==> config.mk <==
export PLATFORM = sky130hd
export DESIGN_NAME = maxpool2x2_stream
export DESIGN_NICKNAME = d
export VERILOG_FILES = /design/src/rtl/lenet_pkg.sv /design/src/rtl/maxpool_line_buf.sv /design/src/rtl/maxpool2x2_stream.sv
export SDC_FILE = /design/constraint.sdc
export NUM_CORES = 1
export LEC_CHECK = 0
export ABC_AREA = 1
export BUFFER_PORTS_ARGS = -buffer_cell sky130_fd_sc_hd__buf_2
export CAP_MARGIN = 30
export CORE_MARGIN = 2
export CORE_UTILIZATION = 58
export CTS_BUF_LIST = sky130_fd_sc_hd__clkbuf_8
export CTS_CLUSTER_SIZE = 28
export DETAILED_ROUTE_END_ITERATION = 8
export PLACE_DENSITY_LB_ADDON = 0.1
export SLEW_MARGIN = 25
export SYNTH_ARGS = -nofsm -noshare
export SYNTH_HDL_FRONTEND = slang
export SYNTH_SLANG_ARGS = --single-unit
==> constraint.sdc <==
create_clock -name clk -period 4.5 [get_ports clk]
set_input_delay 0.225 -clock clk [delete_from_list [all_inputs] [get_ports clk]]
set_output_delay 0.225 -clock clk [all_outputs]
set_load 0.1 [all_outputs]
==> src/rtl/lenet_pkg.sv <==
// Shared LeNet datapath definitions: pixel width, per-layer feature-map
// geometry and the signed-max helper used by the pooling stages.
package lenet_pkg;

    localparam int PIX_WIDTH   = 8;

    // conv1 produces 24x24 maps, conv2 produces 8x8 maps
    localparam int CONV1_OUT_W = 24;
    localparam int CONV1_OUT_H = 24;
    localparam int CONV2_OUT_W = 8;
    localparam int CONV2_OUT_H = 8;

    // Two's-complement maximum; on a tie either operand is the answer.
    function automatic logic [PIX_WIDTH-1:0] smax(
        input logic [PIX_WIDTH-1:0] a,
        input logic [PIX_WIDTH-1:0] b
    );
        return ($signed(a) >= $signed(b)) ? a : b;
    endfunction

endpackage

==> src/rtl/maxpool_line_buf.sv <==
// Half-row buffer of horizontal pair maxima for the 2x2 pooling stage.
// Synchronous write, asynchronous read, so it can later be replaced by a
// RAM macro with the same write-before-read usage pattern.
module maxpool_line_buf #(
    parameter int DATA_WIDTH = 8,
    parameter int DEPTH      = 12,
    parameter int AW         = 4
) (
    input  logic                  clk,
    input  logic                  wr_en,
    input  logic [AW-1:0]         addr,
    input  logic [DATA_WIDTH-1:0] wr_data,
    output logic [DATA_WIDTH-1:0] rd_data
);

    // Contents are never reset: every entry is written on an even row
    // before the following odd row reads it.
    logic [DATA_WIDTH-1:0] mem [DEPTH];

    // Store a pair maximum at the column-pair address
    always_ff @(posedge clk) begin
        if (wr_en) begin
            mem[addr] <= wr_data;
        end
    end

    assign rd_data = mem[addr];

endmodule

==> src/rtl/maxpool2x2_stream.sv <==
// Streaming 2x2 / stride-2 signed max-pooling stage with valid/ready on both
// sides. Pixels arrive in raster order; one pooled pixel leaves per window,
// with out_last marking the final window of each frame.
// Optional build macro MAXPOOL_FUSED_RELU_EN clamps negative results to 0.
module maxpool2x2_stream
    import lenet_pkg::*;
#(
    parameter int DATA_WIDTH = PIX_WIDTH,
    parameter int IMG_W      = CONV1_OUT_W,
    parameter int IMG_H      = CONV1_OUT_H
) (
    input  logic                  clk,
    input  logic                  rst_n,
    input  logic [DATA_WIDTH-1:0] in_data,
    input  logic                  in_valid,
    output logic                  in_ready,
    output logic [DATA_WIDTH-1:0] out_data,
    output logic                  out_valid,
    input  logic                  out_ready,
    output logic                  out_last
);

    localparam int CW       = (IMG_W > 2) ? $clog2(IMG_W) : 1;
    localparam int RW       = (IMG_H > 2) ? $clog2(IMG_H) : 1;
    localparam int LB_DEPTH = IMG_W / 2;
    localparam int AW       = (LB_DEPTH > 1) ? $clog2(LB_DEPTH) : 1;

    logic [CW-1:0]         col_cnt_reg, col_cnt_next;
    logic [RW-1:0]         row_cnt_reg, row_cnt_next;
    logic [DATA_WIDTH-1:0] pair_reg, pair_next;
    logic [DATA_WIDTH-1:0] out_data_reg, out_data_next;
    logic                  out_valid_reg, out_valid_next;
    logic                  out_last_reg, out_last_next;

    logic                  accept;
    logic                  consume;
    logic                  col_last;
    logic                  row_last;
    logic [AW-1:0]         lb_addr;
    logic                  lb_we;
    logic [DATA_WIDTH-1:0] lb_rd_data;
    logic [DATA_WIDTH-1:0] pair_max;
    logic [DATA_WIDTH-1:0] pool_max;
    logic [DATA_WIDTH-1:0] pool_val;

    // Input stalls only while a result is held by downstream backpressure
    assign in_ready = ~out_valid_reg | out_ready;
    assign accept   = in_valid & in_ready;
    assign consume  = out_valid_reg & out_ready;

    assign col_last = (col_cnt_reg == CW'(IMG_W - 1));
    assign row_last = (row_cnt_reg == RW'(IMG_H - 1));
    assign lb_addr  = AW'(col_cnt_reg >> 1);
    assign lb_we    = accept & col_cnt_reg[0] & ~row_cnt_reg[0];

    // The package helper is fixed at the LeNet pixel width; other widths
    // fall back to an equivalent local comparison.
    generate
        if (DATA_WIDTH == PIX_WIDTH) begin : g_pkg_max
            assign pair_max = smax(pair_reg, in_data);
            assign pool_max = smax(lb_rd_data, pair_max);
        end else begin : g_local_max
            assign pair_max = ($signed(pair_reg) >= $signed(in_data)) ? pair_reg : in_data;
            assign pool_max = ($signed(lb_rd_data) >= $signed(pair_max)) ? lb_rd_data : pair_max;
        end
    endgenerate

`ifdef MAXPOOL_FUSED_RELU_EN
    assign pool_val = pool_max[DATA_WIDTH-1] ? '0 : pool_max;
`else
    assign pool_val = pool_max;
`endif

    maxpool_line_buf #(
        .DATA_WIDTH (DATA_WIDTH),
        .DEPTH      (LB_DEPTH),
        .AW         (AW)
    ) u_line_buf (
        .clk     (clk),
        .wr_en   (lb_we),
        .addr    (lb_addr),
        .wr_data (pair_max),
        .rd_data (lb_rd_data)
    );

    // Next-state: raster counters, pair capture and output register load/clear
    always_comb begin
        col_cnt_next   = col_cnt_reg;
        row_cnt_next   = row_cnt_reg;
        pair_next      = pair_reg;
        out_data_next  = out_data_reg;
        out_valid_next = out_valid_reg;
        out_last_next  = out_last_reg;

        if (consume) begin
            out_valid_next = 1'b0;
            out_last_next  = 1'b0;
        end

        if (accept) begin
            if (col_last) begin
                col_cnt_next = '0;
                row_cnt_next = row_last ? '0 : row_cnt_reg + 1'b1;
            end else begin
                col_cnt_next = col_cnt_reg + 1'b1;
            end

            if (!col_cnt_reg[0]) begin
                pair_next = in_data;
            end else if (row_cnt_reg[0]) begin
                // A load in the same cycle as a consume overrides the clear
                out_data_next  = pool_val;
                out_valid_next = 1'b1;
                out_last_next  = row_last & col_last;
            end
        end
    end

    // State registers, cleared asynchronously so a mid-frame reset drops the frame
    always_ff @(posedge clk or negedge rst_n) begin
        if (!rst_n) begin
            col_cnt_reg   <= '0;
            row_cnt_reg   <= '0;
            pair_reg      <= '0;
            out_data_reg  <= '0;
            out_valid_reg <= 1'b0;
            out_last_reg  <= 1'b0;
        end else begin
            col_cnt_reg   <= col_cnt_next;
            row_cnt_reg   <= row_cnt_next;
            pair_reg      <= pair_next;
            out_data_reg  <= out_data_next;
            out_valid_reg <= out_valid_next;
            out_last_reg  <= out_last_next;
        end
    end

    assign out_data  = out_data_reg;
    assign out_valid = out_valid_reg;
    assign out_last  = out_last_reg;

endmodule

==> report_table.html, run 1 <==
<table>
<tr><th>Metric</th><th>Value</th></tr>
<tr><th colspan="2">STA</th></tr>
<tr><td>Final setup vio count</td><td>0</td></tr>
<tr><td>Final max-slew violation count</td><td>0</td></tr>
<tr><td>Post-route worst hold slack</td><td>between 0.08 and 0.09 ns</td></tr>
<tr><td>Final number of hold-violating endpoints</td><td>0</td></tr>
<tr><td>Final worst-path setup slack</td><td>between 0.6 and 0.7 ns</td></tr>
<tr><td>Setup TNS</td><td>0 ns</td></tr>
<tr><td>Time the worst path needs with I/O delays and setup</td><td>roughly 3.9 ns</td></tr>
<tr><td>Worst-case headroom to the max-slew limit</td><td>0.374</td></tr>
<tr><td>Unrepaired setup endpoints after global routing</td><td>false</td></tr>
<tr><td>Highest Clock Rate</td><td>about 0.26 GHz</td></tr>
<tr><td>Slew @ Worst Pin</td><td>0.934 ns</td></tr>
<tr><td>Crit share post-route</td><td>0.866</td></tr>
<tr><td>Largest clock skew in the final design</td><td>about 0.014 ns</td></tr>
<tr><th colspan="2">Setup path</th></tr>
<tr><td>Sort of element at the start of the critical path</td><td>register</td></tr>
<tr><td>Slowest Stage Delay on Critical Path</td><td>0.49 ns</td></tr>
<tr><td>Total buffers and inverters traversed by the critical path</td><td>3</td></tr>
<tr><td>Cell type of the slowest stage on the worst timing path</td><td>nand2_1</td></tr>
<tr><td>Most repeated library cell on the critical path</td><td>nand2_1</td></tr>
<tr><td>Critical path start-end classification</td><td>reg -&gt; reg</td></tr>
<tr><td>Data arrival time of the critical path</td><td>4.22 ns</td></tr>
<tr><td>Cell breakdown of the critical path</td><td>ha_1 -&gt; a21o_1 -&gt; nor2_1 -&gt; nand3_2 -&gt; nand3_1 -&gt; nand2_1 -&gt; nand2_1 -&gt; inv_1 -&gt; ha_1 -&gt; nand2_1 -&gt; inv_1 -&gt; nand2_1 -&gt; nand2_1 -&gt; nand2_1 -&gt; nand2_1 -&gt; nand2_1 -&gt; nand3_1 -&gt; inv_1 -&gt; nand3_1 -&gt; nand2_1 -&gt; nand2_1</td></tr>
<tr><td>Required time of the critical path</td><td>between 4 and 5 ns</td></tr>
<tr><td>Critical Path Fanout Max</td><td>13</td></tr>
<tr><td>Element type at the critical path end</td><td>register</td></tr>
<tr><td>Kind of cell adding the most delay to the critical path</td><td>simple AND/OR/NAND/NOR gates</td></tr>
<tr><th colspan="2">Clocking</th></tr>
<tr><td>CTS H-Tree Depth</td><td>4</td></tr>
<tr><td>Post-cts resize count</td><td>0</td></tr>
<tr><td>Clock-pin slew on the worst setup and hold paths</td><td>about 0.090 ns</td></tr>
<tr><td>Clock tree from TritonCTS</td><td>yes</td></tr>
<tr><td>Clock Tree Buf Depth</td><td>2</td></tr>
<tr><td>Worst-skew pair later-pin latency</td><td>approximately 0.44 ns</td></tr>
<tr><td>CTS Root Buffer Type</td><td>clkbuf_8</td></tr>
<tr><td>Setup Buffers After CTS</td><td>0</td></tr>
<tr><td>Number of buffers added by the clock tree synthesis step</td><td>17</td></tr>
<tr><td>CTS sink count</td><td>between 100 and 150</td></tr>
<tr><th colspan="2">Worst hold path</th></tr>
<tr><td>HP Class</td><td>in -&gt; reg</td></tr>
<tr><th colspan="2">Synth</th></tr>
<tr><td>Most frequent cell after synthesis</td><td>nand2_1</td></tr>
<tr><td>Fraction of registers with async set or reset after synthesis</td><td>0.226</td></tr>
<tr><td>Yosys warning count</td><td>0</td></tr>
<tr><td>Largest cells by area after synthesis</td><td>edfxtp_1, nand2_1, dfrtp_1</td></tr>
<tr><td>Area of the mapped netlist</td><td>between 5000 and 6000 µm²</td></tr>
<tr><td>Area fraction of the dominant cell type after synthesis</td><td>0.517</td></tr>
<tr><td>Largest area contributor in the synthesized netlist</td><td>edfxtp_1</td></tr>
<tr><td>Mean instance size in the synthesized netlist</td><td>just over 10 µm²</td></tr>
<tr><td>Most used flip-flop cell after synthesis</td><td>edfxtp_1</td></tr>
<tr><td>Total of flip-flops plus latches after synthesis</td><td>approximately 120</td></tr>
<tr><td>Unique cell type count in the Yosys netlist</td><td>27</td></tr>
<tr><td>Syn nets</td><td>just under 600</td></tr>
<tr><td>Post-Synthesis Cells</td><td>roughly 560</td></tr>
<tr><td>Most frequent cells after synthesis</td><td>nand2_1, edfxtp_1, inv_1</td></tr>
<tr><td>Sequential cell area fraction in the yosys report</td><td>0.642</td></tr>
<tr><td>Number of synthesized flops with an enable pin</td><td>96</td></tr>
<tr><th colspan="2">Final layout</th></tr>
<tr><td># diodes</td><td>0</td></tr>
<tr><td>Combined area of the multi-input logic cells</td><td>between 1500 and 2000 µm²</td></tr>
<tr><td>Final standard cell area without fillers</td><td>between 6000 and 7000 µm²</td></tr>
<tr><td>Area of all sequential standard cells</td><td>~3600 µm²</td></tr>
<tr><td>Growth of design area from synthesis to finish</td><td>14.1%</td></tr>
<tr><td>Filler Cells Inserted</td><td>between 700 and 800</td></tr>
<tr><td>Number of flip-flops in the largest register</td><td>96</td></tr>
<tr><td>Number of cells in the finished layout apart from fillers</td><td>between 700 and 800</td></tr>
<tr><td>Ratio of cells with drive above 1 in the final layout</td><td>0.126</td></tr>
<tr><td>Final core occ</td><td>0.685</td></tr>
<tr><td>Final #Nets</td><td>approximately 630</td></tr>
<tr><th colspan="2">Floorplanning</th></tr>
<tr><td>Area of the placeable core</td><td>between 9000 and 10000 µm²</td></tr>
<tr><td>Die height</td><td>a little over 100 µm</td></tr>
<tr><td>I/O pins</td><td>23</td></tr>
<tr><td>Die Footprint</td><td>between 10000 and 15000 µm²</td></tr>
<tr><td>Horiz. Die Dim</td><td>approximately 100 µm</td></tr>
<tr><td>Site row count</td><td>35</td></tr>
<tr><td>Starting density of the core</td><td>0.601</td></tr>
<tr><th colspan="2">Route</th></tr>
<tr><td>Routed via count</td><td>approximately 4000</td></tr>
<tr><td>First drt pass iteration count</td><td>6</td></tr>
<tr><td>Post-detailed-route wirelength per cell</td><td>around 17 µm</td></tr>
<tr><td>Post-route DRC</td><td>0</td></tr>
<tr><td>Via-per-instance ratio</td><td>around 5.5</td></tr>
<tr><td>1st-iter DRT viols</td><td>between 300 and 400</td></tr>
<tr><td>Total wire length after detailed routing</td><td>12500 µm</td></tr>
<tr><td>Antenna viol nets, final</td><td>0</td></tr>
<tr><th colspan="2">Global route</th></tr>
<tr><td>GRT overflow</td><td>0</td></tr>
<tr><td>Total track usage</td><td>0.265</td></tr>
<tr><td>Number of global-route vias before repair</td><td>4033</td></tr>
<tr><td>Maximum number of pins on one net before global-route repair</td><td>29</td></tr>
<tr><td>First-pass GRT wire length</td><td>between 20000 and 25000 µm</td></tr>
<tr><td>Number of antenna violations at the first check in global routing</td><td>0</td></tr>
<tr><th colspan="2">Placed design</th></tr>
<tr><td>Final RePlAce weighted congestion</td><td>~0.92</td></tr>
<tr><td>Setup WS pre-CTS</td><td>0.721 ns</td></tr>
<tr><td>Dpl hpwl</td><td>8090 µm</td></tr>
<tr><td>Number of port buffers</td><td>22</td></tr>
<tr><td>Post-placement cell area</td><td>5880 µm²</td></tr>
<tr><td>Cell count after placement</td><td>between 700 and 800</td></tr>
<tr><th colspan="2">Outcome</th></tr>
<tr><td>Status</td><td>finished clean</td></tr>
<tr><th colspan="2">Power</th></tr>
<tr><td>Leak pwr</td><td>2.77 nW</td></tr>
<tr><td>Max rail drop VDD</td><td>between 800 and 900 µV</td></tr>
<tr><td>Tot Pwr</td><td>between 5 and 6 mW</td></tr>
<tr><td>Cell area power density</td><td>slightly above 800 nW/µm²</td></tr>
<tr><th colspan="2">Flow run</th></tr>
<tr><td>Max-capacitance violation count</td><td>0</td></tr>
</table>
[timing repair]
item                       CTS  global route
setup endpoints to repair    0             0
hold endpoints to repair    28             0
hold buffers                 1             0
[path summary, 6_finish.rpt]
path | startpoint | endpoint | slack (ns) | depth (start not counted)
setup reg to reg | pair_reg[7] | out_data[7] | 0.60 | 21
setup / recovery | pair_reg[7] | out_data[7] | 0.60 | 21
hold / removal | in_data[0] | pair_reg[0] | 0.08 | 3
min in group asynchronous | rst_n | pair_reg[0] | 0.34 | 2
hold reg to reg | out_data[2] | out_data[2] | 0.48 | 2
max in group asynchronous | rst_n | pair_reg[6] | 3.71 | 2
[cell type report]
type	instances	share of cell area
Clock buffer	17	0.0368
Timing Repair Buffer	35	0.0330
Multi-Input combinational cell	368	0.274
Clock inverter	15	0.0372
Tap cell	129	0.0254
Sequential cell	124	0.563
Inverter	51	0.0301
[placed cells by master, fill, tap and decap left out, types with 2 or more instances in the layout]
master,count
dfrtp_1,28
inv_6,3
nor2_1,35
buf_2,22
and2_1,2
o21ai_0,10
ha_1,18
buf_4,12
bufinv_16,5
nand4_1,29
inv_1,47
nand2_2,3
a21oi_1,18
nand2_1,217
nand3_1,13
edfxtp_1,96
nor3_1,12
inv_2,3
clkinv_4,5
xor2_1,2
clkbuf_8,17
[cell families after synthesis]
kind of cell	after synthesis	synth area share
AOI/OAI and AO/OA	32	0.0303
xor gates and xnor gates	2	0.00314
adders and majority gates	18	0.0404
buffers and inverters	63	0.0455
DFF	124	0.642
and+or+nand+nor	316	0.238
[layer usage]
layer,GRT usage,up-vias,share of wire
met2,0.412,158,0.47
met3,0.0684,25,0.077
li1,-,1942,-
met5,0,-,0
met1,0.360,1905,0.43
met4,0.112,0,0.024
[worst min-delay path, cell delays in order]
cell and delay [ns]:
buf_2 0.12, nor2_1 0.10, a21oi_1 0.05
[power by group]
group / internal, mW / leakage (nW) / switching [mW]
Sequential: 1.58 / 1.21 / 0.126
Clock: 0.672 / 0.237 / 0.482
Combinational: 0.602 / 1.33 / 1.75
Total: 2.86 / 2.77 / 2.35
Note: power is estimated with default switching activity, not from simulation.
==> run 2: changes to the inputs <==
CORE_UTILIZATION = 64   (was 58)
==> run 2 against run 1 <==
Worst setup slack improved by 0.045 ns; worst hold slack hardly changed; non-clock buffer count up 1; critical path type unchanged.
==> report_table.html, run 2 (synthesized netlist as in run 1, its figures left out) <==
<table>
<tr><th>Metric</th><th>Value</th></tr>
<tr><th colspan="2">STA</th></tr>
<tr><td>Time the worst path needs with I/O delays and setup</td><td>3.85 ns (was 3.90 ns)</td></tr>
<tr><td>Setup TNS</td><td>0 ns (unchanged)</td></tr>
<tr><td>Final setup vio count</td><td>0 (unchanged)</td></tr>
<tr><td>Unrepaired setup endpoints after global routing</td><td>false (unchanged)</td></tr>
<tr><td>Final max-slew violation count</td><td>0 (unchanged)</td></tr>
<tr><td>Highest Clock Rate</td><td>0.260 GHz (was 0.257 GHz)</td></tr>
<tr><td>Final worst-path setup slack</td><td>0.647 ns (was 0.602 ns)</td></tr>
<tr><td>Final number of hold-violating endpoints</td><td>0 (unchanged)</td></tr>
<tr><td>Largest clock skew in the final design</td><td>0.00843 ns (was 0.0137 ns)</td></tr>
<tr><td>Worst-case headroom to the max-slew limit</td><td>0.501 (was 0.374)</td></tr>
<tr><td>Slew @ Worst Pin</td><td>0.743 ns (was 0.934 ns)</td></tr>
<tr><td>Crit share post-route</td><td>0.856 (was 0.866)</td></tr>
<tr><th colspan="2">Final layout</th></tr>
<tr><td>Filler Cells Inserted</td><td>582 (was 722)</td></tr>
<tr><td>Number of cells in the finished layout apart from fillers</td><td>719 (was 739)</td></tr>
<tr><td>Most common cell after layout, fill and taps aside</td><td>nand2_1 (unchanged)</td></tr>
<tr><td>Growth of design area from synthesis to finish</td><td>13.2% (was 14.1%)</td></tr>
<tr><td>Number of flip-flops in the largest register</td><td>96 (unchanged)</td></tr>
<tr><td>Commonest non-fill, non-tap cells in the layout</td><td>nand2_1, edfxtp_1, inv_1, nor2_1, nand4_1 (unchanged)</td></tr>
<tr><td># diodes</td><td>0 (unchanged)</td></tr>
<tr><td>Ratio of cells with drive above 1 in the final layout</td><td>0.126 (about the same)</td></tr>
<tr><td>Final #Nets</td><td>628 (was 627)</td></tr>
<tr><th colspan="2">Floorplanning</th></tr>
<tr><td>Area of the placeable core</td><td>8590 µm² (was 9280 µm²)</td></tr>
<tr><td>Starting density of the core</td><td>0.649 (was 0.601)</td></tr>
<tr><td>Die height</td><td>97.4 µm (was 102 µm)</td></tr>
<tr><td>Horiz. Die Dim</td><td>97.4 µm (was 102 µm)</td></tr>
<tr><td>I/O pins</td><td>23 (unchanged)</td></tr>
<tr><td>Site row count</td><td>34 (was 35)</td></tr>
<tr><td>Die Footprint</td><td>9480 µm² (was 10400 µm²)</td></tr>
<tr><th colspan="2">Flow run</th></tr>
<tr><td>Max-capacitance violation count</td><td>0 (unchanged)</td></tr>
<tr><th colspan="2">Setup path</th></tr>
<tr><td>Cell breakdown of the critical path</td><td>ha_1 -&gt; nand2_1 -&gt; nor2_1 -&gt; nand2_1 -&gt; nand2_1 -&gt; nand2_2 -&gt; nand3_1 -&gt; nand2_1 -&gt; nand2_1 -&gt; inv_1 -&gt; ha_1 -&gt; nand2_1 -&gt; nand2_1 -&gt; nand2_1 -&gt; nand2_1 -&gt; nand2_1 -&gt; nand2_1 -&gt; nand2_1 -&gt; nand3_1 -&gt; inv_1 -&gt; nand3_1 -&gt; nand2_1 -&gt; nand2_1 (was ha_1 -&gt; a21o_1 -&gt; nor2_1 -&gt; nand3_2 -&gt; nand3_1 -&gt; nand2_1 -&gt; nand2_1 -&gt; inv_1 -&gt; ha_1 -&gt; nand2_1 -&gt; inv_1 -&gt; nand2_1 -&gt; nand2_1 -&gt; nand2_1 -&gt; nand2_1 -&gt; nand2_1 -&gt; nand3_1 -&gt; inv_1 -&gt; nand3_1 -&gt; nand2_1 -&gt; nand2_1)</td></tr>
<tr><td>Critical path start-end classification</td><td>reg -&gt; reg (unchanged)</td></tr>
<tr><td>Data arrival time of the critical path</td><td>4.17 ns (was 4.22 ns)</td></tr>
<tr><td>Slowest Stage Delay on Critical Path</td><td>0.48 ns (was 0.49 ns)</td></tr>
<tr><td>Element type at the critical path end</td><td>register (unchanged)</td></tr>
<tr><td>Sort of element at the start of the critical path</td><td>register (unchanged)</td></tr>
<tr><td>Required time of the critical path</td><td>4.82 ns (about the same)</td></tr>
<tr><td>Critical Path Fanout Max</td><td>13 (unchanged)</td></tr>
<tr><td>Cell type of the slowest stage on the worst timing path</td><td>nand2_1 (unchanged)</td></tr>
<tr><td>Most repeated library cell on the critical path</td><td>nand2_1 (unchanged)</td></tr>
<tr><th colspan="2">Clocking</th></tr>
<tr><td>Post-cts resize count</td><td>0 (unchanged)</td></tr>
<tr><td>Clock Tree Buf Depth</td><td>2 (unchanged)</td></tr>
<tr><td>CTS sink count</td><td>124 (unchanged)</td></tr>
<tr><td>CTS Root Buffer Type</td><td>clkbuf_8 (unchanged)</td></tr>
<tr><td>Number of buffers added by the clock tree synthesis step</td><td>17 (unchanged)</td></tr>
<tr><td>Clock tree from TritonCTS</td><td>yes (unchanged)</td></tr>
<tr><td>CTS H-Tree Depth</td><td>4 (unchanged)</td></tr>
<tr><td>Clock-pin slew on the worst setup and hold paths</td><td>0.08 ns (was 0.09 ns)</td></tr>
<tr><td>Worst-skew pair later-pin latency</td><td>0.44 ns (about the same)</td></tr>
<tr><th colspan="2">Global route</th></tr>
<tr><td>Maximum number of pins on one net before global-route repair</td><td>29 (unchanged)</td></tr>
<tr><td>Number of global-route vias before repair</td><td>4093 (was 4033)</td></tr>
<tr><td>Total track usage</td><td>0.286 (was 0.265)</td></tr>
<tr><td>GRT overflow</td><td>0 (unchanged)</td></tr>
<tr><td>First-pass GRT wire length</td><td>20500 µm (was 20100 µm)</td></tr>
<tr><td>Number of antenna violations at the first check in global routing</td><td>0 (unchanged)</td></tr>
<tr><th colspan="2">Power</th></tr>
<tr><td>Leak pwr</td><td>2.76 nW (was 2.77 nW)</td></tr>
<tr><td>Cell area power density</td><td>815 nW/µm² (was 819 nW/µm²)</td></tr>
<tr><td>Max rail drop VDD</td><td>1000 µV (was 886 µV)</td></tr>
<tr><th colspan="2">Route</th></tr>
<tr><td>Via-per-instance ratio</td><td>5.60 (was 5.45)</td></tr>
<tr><td>Post-detailed-route wirelength per cell</td><td>17.3 µm (was 16.9 µm)</td></tr>
<tr><td>Antenna viol nets, final</td><td>0 (unchanged)</td></tr>
<tr><td>Total wire length after detailed routing</td><td>12500 µm (about the same)</td></tr>
<tr><td>1st-iter DRT viols</td><td>259 (was 327)</td></tr>
<tr><td>Routed via count</td><td>4024 (was 4030)</td></tr>
<tr><td>Post-route DRC</td><td>0 (unchanged)</td></tr>
<tr><td>First drt pass iteration count</td><td>5 (was 6)</td></tr>
<tr><th colspan="2">Placed design</th></tr>
<tr><td>Cell count after placement</td><td>686 (was 706)</td></tr>
<tr><td>Setup WS pre-CTS</td><td>0.767 ns (was 0.721 ns)</td></tr>
<tr><td>Number of port buffers</td><td>22 (unchanged)</td></tr>
<tr><td>Dpl hpwl</td><td>8060 µm (was 8090 µm)</td></tr>
<tr><td>Final RePlAce weighted congestion</td><td>0.874 (was 0.923)</td></tr>
<tr><th colspan="2">Outcome</th></tr>
<tr><td>Status</td><td>finished clean (unchanged)</td></tr>
<tr><th colspan="2">Worst hold path</th></tr>
<tr><td>HP Class</td><td>in -&gt; reg (unchanged)</td></tr>
</table>
==> run 2: cell types whose count changed in the layout (fill, tap and decap cells not counted) <==
cell	previous run	this run
buf_4	12	13
bufinv_16	5	4
clkinv_4	5	2
clkinvlp_4	0	3
inv_6	3	4
nor3_1	12	13
nor3_2	1	0
==> run 2: per-layer routing <==
metal  vias to the layer above  GRT usage  part of all wire
met1                      1924      0.381              0.42
met5                         -          0                 0
met4                         0      0.100             0.020
met3                        23     0.0612             0.062
met2                       130      0.473              0.50
li1                       1947          -                 -
==> run 2: repair_timing <==
action                    in CTS  in global routing
hold endpoints to repair      28                  0
buffers inserted               0                  0
hold buffers                   1                  0
==> run 2: metrics by stage <==
step	utilization	area, µm²	hold slack (ns)	power (mW)
2_1_floorplan	-	5580	-0.0706	3.44
3_3_place_gp	0.682	5860	0.280	3.96
3_5_place_dp	0.682	5860	0.278	4.03
4_1_cts	0.735	6310	0.0659	5.13
5_1_grt	0.735	6310	0.0918	5.50
6_report	0.735	6310	0.0838	5.14
==> run 2: critical path: cells and delay by family (launching register included) <==
family / cells / cell delay (ns)
and+or+nand+nor: 19 / 2.25
adders and majority gates: 2 / 0.69
DFF: 1 / 0.41
buffers and inverters: 2 / 0.38
==> run 2: layout make-up <==
| cell class | count | area (µm²) | share of cell area |
|---|---|---|---|
| sequential | 124 | 3580 | 0.568 |
| clock buffer | 17 | 234 | 0.0371 |
| multi-input combinational | 368 | 1740 | 0.276 |
| timing repair buffer | 36 | 218 | 0.0345 |
| tap | 108 | 135 | 0.0214 |
| inverter | 51 | 191 | 0.0303 |
| clock inverter | 15 | 211 | 0.0335 |
==> run 2: where the power goes <==
group | leakage [nW] | total (mW) | switching (mW) | internal, mW
combinational | 1.33 | 2.35 | 1.75 | 0.600
sequential | 1.21 | 1.71 | 0.123 | 1.58
clock | 0.216 | 1.09 | 0.477 | 0.614
==> run 2: path summary, 6_finish.rpt <==
| kind | cells past startpoint | start | to | slack (ns) |
|---|---|---|---|---|
| worst max-delay path | 23 | pair_reg[7] | out_data[3] | 0.65 |
| worst min-delay path | 3 | in_data[5] | pair_reg[5] | 0.08 |
| worst max register to register | 23 | pair_reg[7] | out_data[3] | 0.65 |
| worst min register to register | 2 | out_data[2] | out_data[2] | 0.49 |
| max in group asynchronous | 2 | rst_n | row_cnt_reg[1] | 3.74 |
| min in group asynchronous | 2 | rst_n | pair_reg[2] | 0.34 |
==> run 3: changes to the inputs <==
CORE_ASPECT_RATIO = 0.75   (was not set)
==> run 3 against run 2 <==
Sequential share of layout area is 0.82 points higher; first-iteration DRC count is 54% higher; core utilization is 0.14 points higher; cell area is 1.4% lower; non-clock buffer count is 1 higher; highest routed layer unchanged; clock skew is 0.0041 ns higher; fmax is 1.4% lower; global-route usage is 0.53 points higher.
==> report_table.html, run 3 (synthesized netlist as in run 1, its figures left out) <==
<table>
<tr><th>Metric</th><th>Value</th></tr>
<tr><th colspan="2">Clocking</th></tr>
<tr><td>Post-cts resize count</td><td>0 (unchanged)</td></tr>
<tr><td>CTS Root Buffer Type</td><td>clkbuf_8 (unchanged)</td></tr>
<tr><td>CTS H-Tree Depth</td><td>4 (unchanged)</td></tr>
<tr><td>Number of buffers added by the clock tree synthesis step</td><td>17 (unchanged)</td></tr>
<tr><td>Clock Tree Buf Depth</td><td>2 (unchanged)</td></tr>
<tr><td>Clock-pin slew on the worst setup and hold paths</td><td>0.07 ns (was 0.08 ns)</td></tr>
<tr><td>CTS sink count</td><td>124 (unchanged)</td></tr>
<tr><td>Worst-skew pair later-pin latency</td><td>0.44 ns (about the same)</td></tr>
<tr><td>Clock tree from TritonCTS</td><td>yes (unchanged)</td></tr>
<tr><th colspan="2">Route</th></tr>
<tr><td>Via-per-instance ratio</td><td>5.69 (was 5.60)</td></tr>
<tr><td>First drt pass iteration count</td><td>5 (unchanged)</td></tr>
<tr><td>Total wire length after detailed routing</td><td>12700 µm (was 12500 µm)</td></tr>
<tr><td>Post-route DRC</td><td>0 (unchanged)</td></tr>
<tr><td>Antenna viol nets, final</td><td>0 (unchanged)</td></tr>
<tr><td>Post-detailed-route wirelength per cell</td><td>17.7 µm (was 17.3 µm)</td></tr>
<tr><td>Routed via count</td><td>4083 (was 4024)</td></tr>
<tr><td>1st-iter DRT viols</td><td>400 (was 259)</td></tr>
<tr><th colspan="2">Final layout</th></tr>
<tr><td>Final #Nets</td><td>629 (was 628)</td></tr>
<tr><td>Number of flip-flops in the largest register</td><td>96 (unchanged)</td></tr>
<tr><td>Commonest non-fill, non-tap cells in the layout</td><td>nand2_1, edfxtp_1, inv_1, nor2_1, nand4_1 (unchanged)</td></tr>
<tr><td>Growth of design area from synthesis to finish</td><td>11.6% (was 13.2%)</td></tr>
<tr><td>Most common cell after layout, fill and taps aside</td><td>nand2_1 (unchanged)</td></tr>
<tr><td>Ratio of cells with drive above 1 in the final layout</td><td>0.118 (was 0.126)</td></tr>
<tr><td>Combined area of the multi-input logic cells</td><td>1750 µm² (was 1740 µm²)</td></tr>
<tr><td>Filler Cells Inserted</td><td>605 (was 582)</td></tr>
<tr><td># diodes</td><td>0 (unchanged)</td></tr>
<tr><td>Area of all sequential standard cells</td><td>3580 µm² (unchanged)</td></tr>
<tr><th colspan="2">STA</th></tr>
<tr><td>Worst-case headroom to the max-slew limit</td><td>0.392 (was 0.501)</td></tr>
<tr><td>Highest Clock Rate</td><td>0.256 GHz (was 0.260 GHz)</td></tr>
<tr><td>Slew @ Worst Pin</td><td>0.905 ns (was 0.743 ns)</td></tr>
<tr><td>Largest clock skew in the final design</td><td>0.0125 ns (was 0.00843 ns)</td></tr>
<tr><td>Setup TNS</td><td>0 ns (unchanged)</td></tr>
<tr><td>Time the worst path needs with I/O delays and setup</td><td>3.91 ns (was 3.85 ns)</td></tr>
<tr><td>Final number of hold-violating endpoints</td><td>0 (unchanged)</td></tr>
<tr><td>Final setup vio count</td><td>0 (unchanged)</td></tr>
<tr><td>Unrepaired setup endpoints after global routing</td><td>false (unchanged)</td></tr>
<tr><td>Final max-slew violation count</td><td>0 (unchanged)</td></tr>
<tr><td>Crit share post-route</td><td>0.868 (was 0.856)</td></tr>
<tr><th colspan="2">Floorplanning</th></tr>
<tr><td>Die height</td><td>84.9 µm (was 97.4 µm)</td></tr>
<tr><td>Starting density of the core</td><td>0.660 (was 0.649)</td></tr>
<tr><td>Area of the placeable core</td><td>8450 µm² (was 8590 µm²)</td></tr>
<tr><td>I/O pins</td><td>23 (unchanged)</td></tr>
<tr><td>Site row count</td><td>29 (was 34)</td></tr>
<tr><td>Die Footprint</td><td>9490 µm² (was 9480 µm²)</td></tr>
<tr><td>Horiz. Die Dim</td><td>112 µm (was 97.4 µm)</td></tr>
<tr><th colspan="2">Global route</th></tr>
<tr><td>GRT overflow</td><td>0 (unchanged)</td></tr>
<tr><td>Total track usage</td><td>0.291 (was 0.286)</td></tr>
<tr><td>First-pass GRT wire length</td><td>20500 µm (about the same)</td></tr>
<tr><td>Number of global-route vias before repair</td><td>4026 (was 4093)</td></tr>
<tr><td>Number of antenna violations at the first check in global routing</td><td>0 (unchanged)</td></tr>
<tr><td>Maximum number of pins on one net before global-route repair</td><td>29 (unchanged)</td></tr>
<tr><th colspan="2">Worst hold path</th></tr>
<tr><td>HP Class</td><td>in -&gt; reg (unchanged)</td></tr>
<tr><th colspan="2">Placed design</th></tr>
<tr><td>Final RePlAce weighted congestion</td><td>0.954 (was 0.874)</td></tr>
<tr><td>Dpl hpwl</td><td>8170 µm (was 8060 µm)</td></tr>
<tr><td>Number of port buffers</td><td>22 (unchanged)</td></tr>
<tr><th colspan="2">Flow run</th></tr>
<tr><td>Max-capacitance violation count</td><td>0 (unchanged)</td></tr>
<tr><th colspan="2">Outcome</th></tr>
<tr><td>Status</td><td>finished clean (unchanged)</td></tr>
<tr><th colspan="2">Setup path</th></tr>
<tr><td>Data arrival time of the critical path</td><td>4.24 ns (was 4.17 ns)</td></tr>
<tr><td>Sort of element at the start of the critical path</td><td>register (unchanged)</td></tr>
<tr><td>Critical path start-end classification</td><td>reg -&gt; reg (unchanged)</td></tr>
<tr><td>Critical Path Fanout Max</td><td>13 (unchanged)</td></tr>
<tr><td>Required time of the critical path</td><td>4.83 ns (was 4.82 ns)</td></tr>
<tr><td>Element type at the critical path end</td><td>register (unchanged)</td></tr>
</table>
==> run 3: cell types whose count changed in the layout (fill, tap and decap cells not counted), sizes merged <==
| cell | previous run | this run |
|---|---|---|
| buf | 35 | 36 |
| bufinv | 4 | 2 |
| clkinv | 4 | 12 |
| clkinvlp | 3 | 0 |
| inv | 55 | 50 |
==> run 3: metal layers <==
metal	track usage	part of all wire	vias to the layer above
li1	-	-	1941
met1	0.419	0.43	1922
met2	0.434	0.46	202
met3	0.0750	0.091	18
met4	0.114	0.015	0
met5	0	0	-
==> run 3: final cells by class <==
| cell class | instances | share of cell area |
|---|---|---|
| multi-input cells | 368 | 0.280 |
| well taps | 108 | 0.0217 |
| repair buffers | 37 | 0.0362 |
| clock inverters | 13 | 0.0175 |
| clock buffers | 17 | 0.0376 |
| flip-flops and latches | 124 | 0.576 |
| inverters | 51 | 0.0308 |
==> run 3: worst paths after layout <==
check	start	to	slack, ns	cells after the start
worst max-delay path	pair_reg[7]	out_data[4]	0.59	20
worst min-delay path	out_ready	out_valid	0.08	4
worst max register to register	pair_reg[7]	out_data[4]	0.59	20
worst min register to register	out_data[1]	out_data[1]	0.48	2
max in group asynchronous	rst_n	col_cnt_reg[4]	3.71	2
min in group asynchronous	rst_n	pair_reg[3]	0.36	2
==> run 3: timing repair <==
item	CTS	global route
hold buffers	1	0
hold endpoints to repair	28	0
buffers inserted	0	0
==> run 3: metrics by stage <==
| stage | utilization | hold WS [ns] | instances | setup slack, ns | cell area, µm² |
|---|---|---|---|---|---|
| 2_1_floorplan | - | -0.0706 | 555 | 1.24 | 5580 |
| 3_3_place_gp | 0.694 | 0.273 | 686 | 0.943 | 5860 |
| 3_5_place_dp | 0.694 | 0.281 | 686 | 0.699 | 5860 |
| 4_1_cts | 0.735 | 0.0635 | 717 | 0.655 | 6220 |
| 5_1_grt | 0.736 | 0.0732 | 718 | 0.107 | 6220 |
| 6_report | 0.736 | 0.0833 | 718 | 0.594 | 6220 |
==> run 3: critical path: stages (launching register included) <==
cell and delay (ns):
dfrtp_1 0.40, ha_1 0.35, nand2_1 0.09, nor2_1 0.18
nand2_1 0.11, nand2_1 0.08, nand2_2 0.11, nand3_1 0.24
nand2_1 0.12, nand2_1 0.34, inv_1 0.09, ha_1 0.37
a21oi_1 0.19, o21a_1 0.17, nand2_1 0.06, nand2_1 0.05
nand3_1 0.24, inv_1 0.31, nand3_1 0.15, nand2_1 0.08
nand2_1 0.05
Power of run 3 is left out: the tool's default activity adds up to more than one toggle a clock period on the data nets, which glitch-free logic cannot reach.
